<file path="config.mk">
export PLATFORM = sky130hd
export DESIGN_NAME = shuttle_run_scheduler_flat
export DESIGN_NICKNAME = d
export VERILOG_FILES = /design/src/rtl/shuttle_run_scheduler_if.sv /design/src/rtl/shuttle_run_scheduler.sv /design/src/flat_wrapper.sv
export SDC_FILE = /design/constraint.sdc
export NUM_CORES = 1
export LEC_CHECK = 0
export CAP_MARGIN = 20
export CORE_UTILIZATION = 50
export CTS_CLUSTER_SIZE = 40
export DETAILED_ROUTE_END_ITERATION = 16
export PLACE_DENSITY = 0.77
export SLEW_MARGIN = 20
export SYNTH_ARGS = -nofsm -noshare
export SYNTH_HDL_FRONTEND = slang
export SYNTH_SLANG_ARGS = --single-unit
</file>
<file path="constraint.sdc">
create_clock -name CLK -period 3.8 [get_ports CLK]
set_clock_uncertainty 0.15 [all_clocks]
set_input_delay 0.76 -clock CLK [delete_from_list [all_inputs] [get_ports CLK]]
set_output_delay 0.76 -clock CLK [all_outputs]
set_load 0.02 [all_outputs]
</file>
<file path="src/rtl/shuttle_run_scheduler_if.sv">
// Command and shuttle-side signals of the shuttle run scheduler.
// master = host/shuttle environment, slave = the scheduler itself.
interface shuttle_run_scheduler_if #(
  parameter int CYC_W = 8
);
  // cmd_valid/cmd_ready: a command transfers on a clock where both are high.
  // cmd_ready is high only while idle; a valid seen while not ready is dropped, not held.
  logic             cmd_valid;
  logic             cmd_ready;
  logic [CYC_W-1:0] cmd_cycles;
  logic             sh_busy;
  logic             sh_dir;
  logic             sh_start;
  logic             sh_stop;

  modport master (
    output cmd_valid, cmd_cycles, sh_busy, sh_dir,
    input  cmd_ready, sh_start, sh_stop
  );

  modport slave (
    input  cmd_valid, cmd_cycles, sh_busy, sh_dir,
    output cmd_ready, sh_start, sh_stop
  );
endinterface

</file>
<file path="src/rtl/shuttle_run_scheduler.sv">
// Runs a commanded number of forward/back shuttle cycles with dwell gaps between them,
// a per-cycle watchdog, an abort path that stops the motor, and a latched fault state.
module shuttle_run_scheduler #(
  parameter int CYC_W       = 8,
  parameter int DWELL_CYC   = 1000,
  parameter int TIMEOUT_CYC = 50_000_000,
  parameter int TMR_W       = 26
) (
  input  logic                   CLK,
  input  logic                   RSTn,
  shuttle_run_scheduler_if.slave bus,
  input  logic                   abort,
  input  logic                   fault_clr,
  output logic                   busy,
  output logic                   done,
  output logic                   aborted,
  output logic                   fault,
  output logic [CYC_W-1:0]       cycles_done,
  output logic [2:0]             dbg_state
);

  typedef enum logic [2:0] {
    S_IDLE      = 3'd0,
    S_START     = 3'd1,
    S_WAIT_BUSY = 3'd2,
    S_RUN       = 3'd3,
    S_DWELL     = 3'd4,
    S_ABORTING  = 3'd5,
    S_FAULT     = 3'd6
  } state_t;

  state_t           state_q, state_d;
  logic [TMR_W-1:0] timer_q, timer_d;
  logic [CYC_W-1:0] target_q, target_d;
  logic [CYC_W-1:0] cycles_q, cycles_d;
  logic [CYC_W-1:0] cyc_inc;
  logic             saw_bw_q, saw_bw_d;
  logic             done_q, done_d;
  logic             aborted_q, aborted_d;
  logic             timeout, dwell_end, bw_seen;

  assign timeout   = (timer_q == TMR_W'(TIMEOUT_CYC - 1));
  assign dwell_end = (timer_q == TMR_W'(DWELL_CYC - 1));
  // A backward phase seen on the very clock busy drops still completes the cycle.
  assign bw_seen   = saw_bw_q | ~bus.sh_dir;
  assign cyc_inc   = (cycles_q == '1) ? cycles_q : cycles_q + 1'b1;

  always_comb begin
    state_d   = state_q;
    target_d  = target_q;
    cycles_d  = cycles_q;
    done_d    = 1'b0;
    aborted_d = 1'b0;
    case (state_q)
      S_IDLE: begin
        if (bus.cmd_valid) begin
          target_d = bus.cmd_cycles;
          cycles_d = '0;
          if (bus.cmd_cycles == '0) done_d = 1'b1;
          else state_d = S_START;
        end
      end
      S_START: state_d = abort ? S_ABORTING : S_WAIT_BUSY;
      S_WAIT_BUSY: begin
        if (timeout) state_d = S_FAULT;
        else if (abort) state_d = S_ABORTING;
        else if (bus.sh_busy) state_d = S_RUN;
      end
      S_RUN: begin
        // Faults outrank abort, which outranks normal completion.
        if (timeout || (!bus.sh_busy && !bw_seen)) state_d = S_FAULT;
        else if (abort) state_d = S_ABORTING;
        else if (!bus.sh_busy) begin
          cycles_d = cyc_inc;
          if (cyc_inc == target_q) begin
            state_d = S_IDLE;
            done_d  = 1'b1;
          end else begin
            state_d = S_DWELL;
          end
        end
      end
      S_DWELL: begin
        if (abort) state_d = S_ABORTING;
        else if (dwell_end) state_d = S_START;
      end
      S_ABORTING: begin
        if (!bus.sh_busy) begin
          state_d   = S_IDLE;
          aborted_d = 1'b1;
        end
      end
      S_FAULT: if (fault_clr) state_d = S_IDLE;
      default: state_d = S_IDLE;
    endcase

    saw_bw_d = saw_bw_q;
    if (state_q == S_RUN && !bus.sh_dir) saw_bw_d = 1'b1;
    if (state_d == S_RUN && state_q != S_RUN) saw_bw_d = 1'b0;

    timer_d = timer_q;
    if (state_d != state_q) timer_d = '0;
    else if ((state_q == S_WAIT_BUSY || state_q == S_RUN || state_q == S_DWELL)
             && timer_q != '1) timer_d = timer_q + 1'b1;
  end

  always_ff @(posedge CLK or negedge RSTn) begin
    if (!RSTn) begin
      state_q   <= S_IDLE;
      timer_q   <= '0;
      target_q  <= '0;
      cycles_q  <= '0;
      saw_bw_q  <= 1'b0;
      done_q    <= 1'b0;
      aborted_q <= 1'b0;
    end else begin
      state_q   <= state_d;
      timer_q   <= timer_d;
      target_q  <= target_d;
      cycles_q  <= cycles_d;
      saw_bw_q  <= saw_bw_d;
      done_q    <= done_d;
      aborted_q <= aborted_d;
    end
  end

  // Every output is a register or a pure decode of state.
  assign bus.cmd_ready = (state_q == S_IDLE);
  assign bus.sh_start  = (state_q == S_START);
  assign bus.sh_stop   = (state_q == S_ABORTING) || (state_q == S_FAULT);
  assign busy          = (state_q != S_IDLE);
  assign fault         = (state_q == S_FAULT);
  assign done          = done_q;
  assign aborted       = aborted_q;
  assign cycles_done   = cycles_q;
  assign dbg_state     = state_q;

endmodule
</file>
<file path="src/flat_wrapper.sv">
// flat-port wrapper written by rule: the top's interface ports become plain ports
module shuttle_run_scheduler_flat 
#(
  parameter int CYC_W       = 8,
  parameter int DWELL_CYC   = 1000,
  parameter int TIMEOUT_CYC = 50_000_000,
  parameter int TMR_W       = 26
)
  (CLK, RSTn, abort, fault_clr, busy, done, aborted, fault, cycles_done, dbg_state, bus_cmd_valid, bus_cmd_cycles, bus_sh_busy, bus_sh_dir, bus_cmd_ready, bus_sh_start, bus_sh_stop);
  shuttle_run_scheduler_if #(.CYC_W(CYC_W)) bus_i ();
  input  logic CLK;
  input  logic RSTn;
  input  logic abort;
  input  logic fault_clr;
  output logic busy;
  output logic done;
  output logic aborted;
  output logic fault;
  output logic [CYC_W-1:0] cycles_done;
  output logic [2:0] dbg_state;
  input wire logic [$bits(bus_i.cmd_valid)-1:0] bus_cmd_valid;
  input wire logic [$bits(bus_i.cmd_cycles)-1:0] bus_cmd_cycles;
  input wire logic [$bits(bus_i.sh_busy)-1:0] bus_sh_busy;
  input wire logic [$bits(bus_i.sh_dir)-1:0] bus_sh_dir;
  output wire logic [$bits(bus_i.cmd_ready)-1:0] bus_cmd_ready;
  output wire logic [$bits(bus_i.sh_start)-1:0] bus_sh_start;
  output wire logic [$bits(bus_i.sh_stop)-1:0] bus_sh_stop;
  assign bus_i.cmd_valid = bus_cmd_valid;
  assign bus_i.cmd_cycles = bus_cmd_cycles;
  assign bus_i.sh_busy = bus_sh_busy;
  assign bus_i.sh_dir = bus_sh_dir;
  assign bus_cmd_ready = bus_i.cmd_ready;
  assign bus_sh_start = bus_i.sh_start;
  assign bus_sh_stop = bus_i.sh_stop;
  shuttle_run_scheduler #(.CYC_W(CYC_W), .DWELL_CYC(DWELL_CYC), .TIMEOUT_CYC(TIMEOUT_CYC), .TMR_W(TMR_W)) u_core (.CLK(CLK), .RSTn(RSTn), .bus(bus_i), .abort(abort), .fault_clr(fault_clr), .busy(busy), .done(done), .aborted(aborted), .fault(fault), .cycles_done(cycles_done), .dbg_state(dbg_state));
endmodule
</file>
Word level (Yosys, flattened, before mapping)
Index checks and enable logic that the tools add are counted.
{"block": "op_classes", "n_addsub": 2, "eq_ne": 18, "n_reduce_logical": 19, "n_mux": 34, "bitwise_logic": 2}
{"cell": "26-bit two-way mux", "n": 2}
{"cell": "3-bit two-way mux", "n": 14}
{"cell": "8-bit two-way mux", "n": 5}
{"cell": "26-bit by 1-bit adder with 26-bit output (second input constant)", "n": 1}
{"cell": "26-bit by 10-bit == test with 1-bit output (second input constant)", "n": 1}
{"cell": "26-bit == test (second input constant)", "n": 1}
{"cell": "26-bit != test (second input constant)", "n": 1}
{"cell": "3-bit case mux with 7 select lines", "n": 1}
{"cell": "8-bit case mux with 2 select lines", "n": 1}
{"cell": "1-bit two-way mux", "n": 10}
{"cell": "3-bit by 2-bit == test with 1-bit output (second input constant)", "n": 3}
{"cell": "3-bit == test (second input constant)", "n": 3}
{"cell": "8-bit by 1-bit adder with 8-bit output (second input constant)", "n": 1}
{"cell": "8-bit == test", "n": 1}
{"cell": "8-bit == test (second input constant)", "n": 1}
{"cell": "8-bit zero test", "n": 1}
{"cell": "2-bit != test (second input constant)", "n": 4}
{"cell": "2-bit nonzero test", "n": 3}
{"cell": "5-bit AND reduction", "n": 1}
{"cell": "1-bit logical AND", "n": 4}
{"cell": "1-bit logical OR", "n": 4}
{"cell": "3-bit by 1-bit == test with 1-bit output (second input constant)", "n": 1}
{"cell": "1-bit zero test", "n": 3}
{"cell": "3-bit zero test", "n": 1}
{"cell": "other kinds (7)", "n": 7}
{"block": "totals", "in_bits": 15, "wordCells": 82, "output_inout_bits": 18, "ff_bits": 48}

Longest topological paths before layout
{"block": "logic_depth", "depth_word": 11, "mapped_depth": 11, "depth_no_buf": 8}

Worst setup path before layout
No wires, ideal clock.
{"block": "synth_timing", "path_type": "register -> register", "from": "register u_core.cycles_q[0], in the netlist u_core.cycles_done[0]", "to": "register u_core.state_q[2], in the netlist u_core.dbg_state[2]", "period_less_slack_ns": 2.616, "stages_incl_launch_ff": 10, "arrival_time_ns": 2.327, "slack_ns": 1.184, "cell_sequence": "dfrtp_1 -> ha_1 -> buf_2 -> and4_4 -> buf_6 -> nor4_2 -> or3_1 -> nand4b_1 -> o21ai_2 -> or4b_1"}
{"block": "synth_between", "elab_chain_cells": 8}
{"item": "from (decl)", "line": "shuttle_run_scheduler.sv:35", "text": "logic [CYC_W-1:0] cycles_q, cycles_d;"}
{"item": "from (signal assigned)", "line": "shuttle_run_scheduler.sv:120", "text": "cycles_q <= cycles_d;"}
{"item": "8-bit by 1-bit adder with 8-bit output or 8-bit == test (tied branches)", "line": "shuttle_run_scheduler.sv:46", "text": "assign cyc_inc = (cycles_q == '1) ? cycles_q : cycles_q + 1'b1;"}
{"item": "8-bit two-way mux (*)", "line": "shuttle_run_scheduler.sv:46"}
{"item": "8-bit == test (*)", "line": "shuttle_run_scheduler.sv:75", "text": "if (cyc_inc == target_q) begin"}
{"item": "3-bit two-way mux (*)", "line": "shuttle_run_scheduler.sv:75"}
{"item": "3-bit two-way mux (*)", "line": "shuttle_run_scheduler.sv:73", "text": "else if (!bus.sh_busy) begin"}
{"item": "3-bit two-way mux (*)", "line": "shuttle_run_scheduler.sv:72", "text": "else if (abort) state_d = S_ABORTING;"}
{"item": "3-bit two-way mux (*)", "line": "shuttle_run_scheduler.sv:71", "text": "if (timeout || (!bus.sh_busy && !bw_seen)) state_d = S_FAULT;"}
{"item": "3-bit case mux with 7 select lines (*)", "line": "shuttle_run_scheduler.sv:54", "text": "case (state_q)"}
{"item": "net u_core.state_d[2]", "line": "shuttle_run_scheduler.sv:32", "text": "state_t state_q, state_d;"}
{"item": "to (signal assigned)", "line": "shuttle_run_scheduler.sv:117", "text": "state_q <= state_d;"}
{"item": "to (decl)", "line": "shuttle_run_scheduler.sv:32"}
Mark *: on every way through the listed nets, which the timed path passes. The rest lies on a longest branch.
A chain may end at the register's enable or synchronous reset.

Final worst setup path
{"block": "layout_timing", "from": "register u_core.timer_q[0]", "to": "register u_core.timer_q[11]"}
{"block": "layout_between", "elab_chain_cells": 6}
{"item": "from (decl)", "line": "shuttle_run_scheduler.sv:33", "text": "logic [TMR_W-1:0] timer_q, timer_d;"}
{"item": "from (signal assigned)", "line": "shuttle_run_scheduler.sv:118", "text": "timer_q <= timer_d;"}
{"item": "26-bit by 10-bit == test with 1-bit output or 26-bit == test (tied branches)", "line": "shuttle_run_scheduler.sv:43, shuttle_run_scheduler.sv:42"}
{"item": "3-bit two-way mux or 1-bit logical OR (tied branches)", "line": "shuttle_run_scheduler.sv:85, shuttle_run_scheduler.sv:71"}
{"item": "3-bit two-way mux, on equally long branches", "line": "shuttle_run_scheduler.sv:84, shuttle_run_scheduler.sv:71"}
{"item": "3-bit case mux with 7 select lines", "line": "shuttle_run_scheduler.sv:54"}
{"item": "3-bit != test", "line": "shuttle_run_scheduler.sv:102", "text": "if (state_d != state_q) timer_d = '0;"}
{"item": "26-bit two-way mux or 2-bit nonzero test (tied branches)"}
Several ways; a longest one is shown, not always the timed one. The select of a mux whose other input is x is not followed.

==> qor.yml <==
outcome:
  status: "complete, no violations"
timing:
  rsz0062_at_grt: "no"
  relSlewSlack_pct: 59.6
  tns_ns: 0
  finalHoldViolCount: 0
  period_share_pct: 83.0
  drv_slew: 0
  worstMarginPinSlew_ns: 0.606
  min_period_ns: 3.15
  setup-violations-final: 0
  fmax_mhz: 317
yosys:
  synth_top_area_share_pct: 38.2
  avgSynthCellArea_sq_um: 9.01
  dominantRegCellSynth: "dfrtp_1"
  synth_nets: 366
  synth_area_leaders: "dfrtp_1 38%, xnor2_1 6.7%, nor2_1 4.9%"
  yosysWarnings: 0
  synth.cell_area_sq_um: 3140
  yosysSeqAreaShare_pct: 38.2
  syn_inst: 349
  synth_cell_types: 60
  synth_seq_cells: 48
  synthArstFlopShare_pct: 100
  yosys.area.top_type: "dfrtp_1"
  synth_edf_count: 0
drt:
  routed_via_density: 5.94
  wl_per_cell_um: 15.8
  firstDrtPassIters: 4
  drc_errors: 0
  ant_nets: 0
  topRoutingLayerUsed: "met4"
  vias: 2680
  drtIter0Drc: 128
  routed_wl_um: 7130
  wl_met3_um: 268
  wl_met2_um: 3340
  met1_length_um: 3330
critical_path:
  worstPathMaxFanout: 26
  reg2regPathDepth: 8
  worstPathArrival_ns: 3.22
  crit_required_ns: 3.87
  crit_path_end_kind: "flop"
  rrSetupSlack_ns: 0.65
  reg2reg_to: "u_core.timer_q[11]"
  path_class: "flop to flop"
  rr_startpoint: "u_core.timer_q[0]"
  start_kind: "flop"
clocking:
  clock_path_buffers: 2
  ctsHtreeMaxLevel: 2
  worstSkewPairLatency_ns: 0.30
  cts_hold_buf: 0
  clock-root-buffer: "clkbuf_8"
  cts_buffers: 5
  post-cts-setup-buffers: 0
  cts_resized: 0
  cts_sinks: 48
  cts_tree: "built"
  clkTransAtPathRegs_ns: 0.09
flow_run:
  cap_viol_max_count: 0
die:
  dieArea_sq_um: 6610
  initial_core_util_pct: 52.5
  chipWidth_um: 81.3
  io_pins: 33
  core_area_sq_um: 5990
  die_h_um: 81.3
  fp-row-count: 28
grt:
  grt_max_degree: 49
  track_usage_pct: 23.5
  antenna_found_initial: 0
  grt_pass1_wl_um: 11900
  grt_pass1_vias: 2530
  grt-ovfl-total: 0
final_layout:
  fillers: 503
  area_delta_synth_final_pct: 13.4
  design_area_sq_um: 3560
  multiInputGateArea_sq_um: 1810
  n_antenna_cell: 0
  fin_nets: 392
  ff_latch_area_sq_um: 1200
  drive_gt1_share_pct: 13.3
power_and_ir_drop:
  cellLeakagePower_uw: 0.00130
  max-vdd-ir-drop_mv: 0.359
  p_per_area_nw_per_um2: 547
worst_hold_path:
  hold_path.class: "input pin to async pin"
placement:
  dpl_cell_area_sq_um: 3470
  portBuffers: 32
  dp_hpwl_um: 5100
  routabilityCongestion: 0.895
-- power by group --
part	internal [uW]	switching, uW	leakage, uW
combinational	385	503	0.000607
clock	149	173	0.0000455
sequential	588	150	0.000646
-- layout by cell type (no fill, tap or decap), types with 12 or more instances in the layout --
cell type	count
nand2_1	25
nand4_1	12
a21oi_1	15
clkdlybuf4s50_1	31
nor3_1	15
xnor2_1	24
nand3_1	15
nor2_1	41
nor2_2	13
dfrtp_1	48
-- Yosys cell counts, types with 2 or more instances --
library cell  instances
or2_2                 3
o22ai_1               3
nand2_1              25
nand4b_1              4
nor4b_1               5
a31oi_1               2
buf_6                 3
o21ai_0               9
ha_1                  2
and4_4                2
xor2_1                8
or3_1                 3
nand3_1              15
o31ai_1               4
a21oi_1              15
nor3_1               15
buf_4                 3
and4_1                3
mux2i_1               3
nor2_1               41
and3_1                6
a211o_1               2
and2_1                2
nand4_1              12
mux2_2               10
nor2b_1               3
inv_1                10
nand3_2               2
nand2b_1              3
nor4_2                2
nor4_1                6
buf_2                 5
dfrtp_1              48
clkbuf_1              4
o21a_1                3
a211oi_1              3
a31o_2                2
nor2_2               13
xnor2_1              24
-- flip-flops by register name (all words and copies together) (netlist names) --
name / flops
u_core.aborted: 1
u_core.cycles_done: 8
u_core.dbg_state: 3
u_core.done: 1
u_core.saw_bw_q: 1
u_core.target_q: 8
u_core.timer_q: 26
-- final cells by class --
type / count / share of cell area, %
Clock buffer: 8 / 2.53
Sequential cell: 48 / 33.7
Timing Repair Buffer: 34 / 9.34
Multi-Input combinational cell: 276 / 50.7
Inverter: 10 / 1.05
Tap cell: 75 / 2.63
-- kinds of logic (layout without fill, tap and decap cells) --
logic type,after synthesis,in the layout,synth area share [%]
fa+ha+maj,2,2,0.796
flops,48,48,38.2
mux,13,13,4.54
xor+xnor,32,32,8.92
buf+inv,25,52,4.26
simple gates,171,171,30.2
compound gates,58,58,13.1
-- metal layers --
metal / GRT usage (%) / vias to the layer above
met5: 0 / -
met4: 11.8 / 0
met3: 4.49 / 18
met2: 37.1 / 80
met1: 30.4 / 1268
li1: - / 1314
-- metrics by stage --
stage               power, uW  instances  setup WS [ns]  hold slack [ns]  utilization (%)
global route             2080        451          0.376            0.358             59.5
global placement         1620        443          0.501            0.352             57.9
finish                   1950        451          0.647            0.305             59.5
CTS                      1960        451          0.647            0.402             59.4
floorplan                1400        349           1.18            0.314                -
detailed placement       1640        443          0.410            0.382             57.9
-- worst max-delay path, cell delays in order (launching register included) --
cell and delay (ns):
dfrtp_1 0.46, ha_1 0.33, and2_1 0.19, nand4_1 0.13, nor4_2 0.56, o41a_2 0.25, mux2i_1 0.28, nand4_4 0.45
nor2_1 0.26
-- worst max-delay path by stage --
stage	start	end	slack, ns	cells after the start
floorplan	u_core.cycles_done[0]	u_core.dbg_state[2]	1.18	9
detailed placement	abort	u_core.timer_q[11]	0.41	8
finish	u_core.timer_q[0]	u_core.timer_q[11]	0.65	8
global route	u_core.timer_q[0]	u_core.timer_q[15]	0.38	8
CTS	u_core.timer_q[0]	u_core.timer_q[11]	0.65	8
global placement	abort	u_core.timer_q[17]	0.50	8
Power figures use the tool's default switching activity.
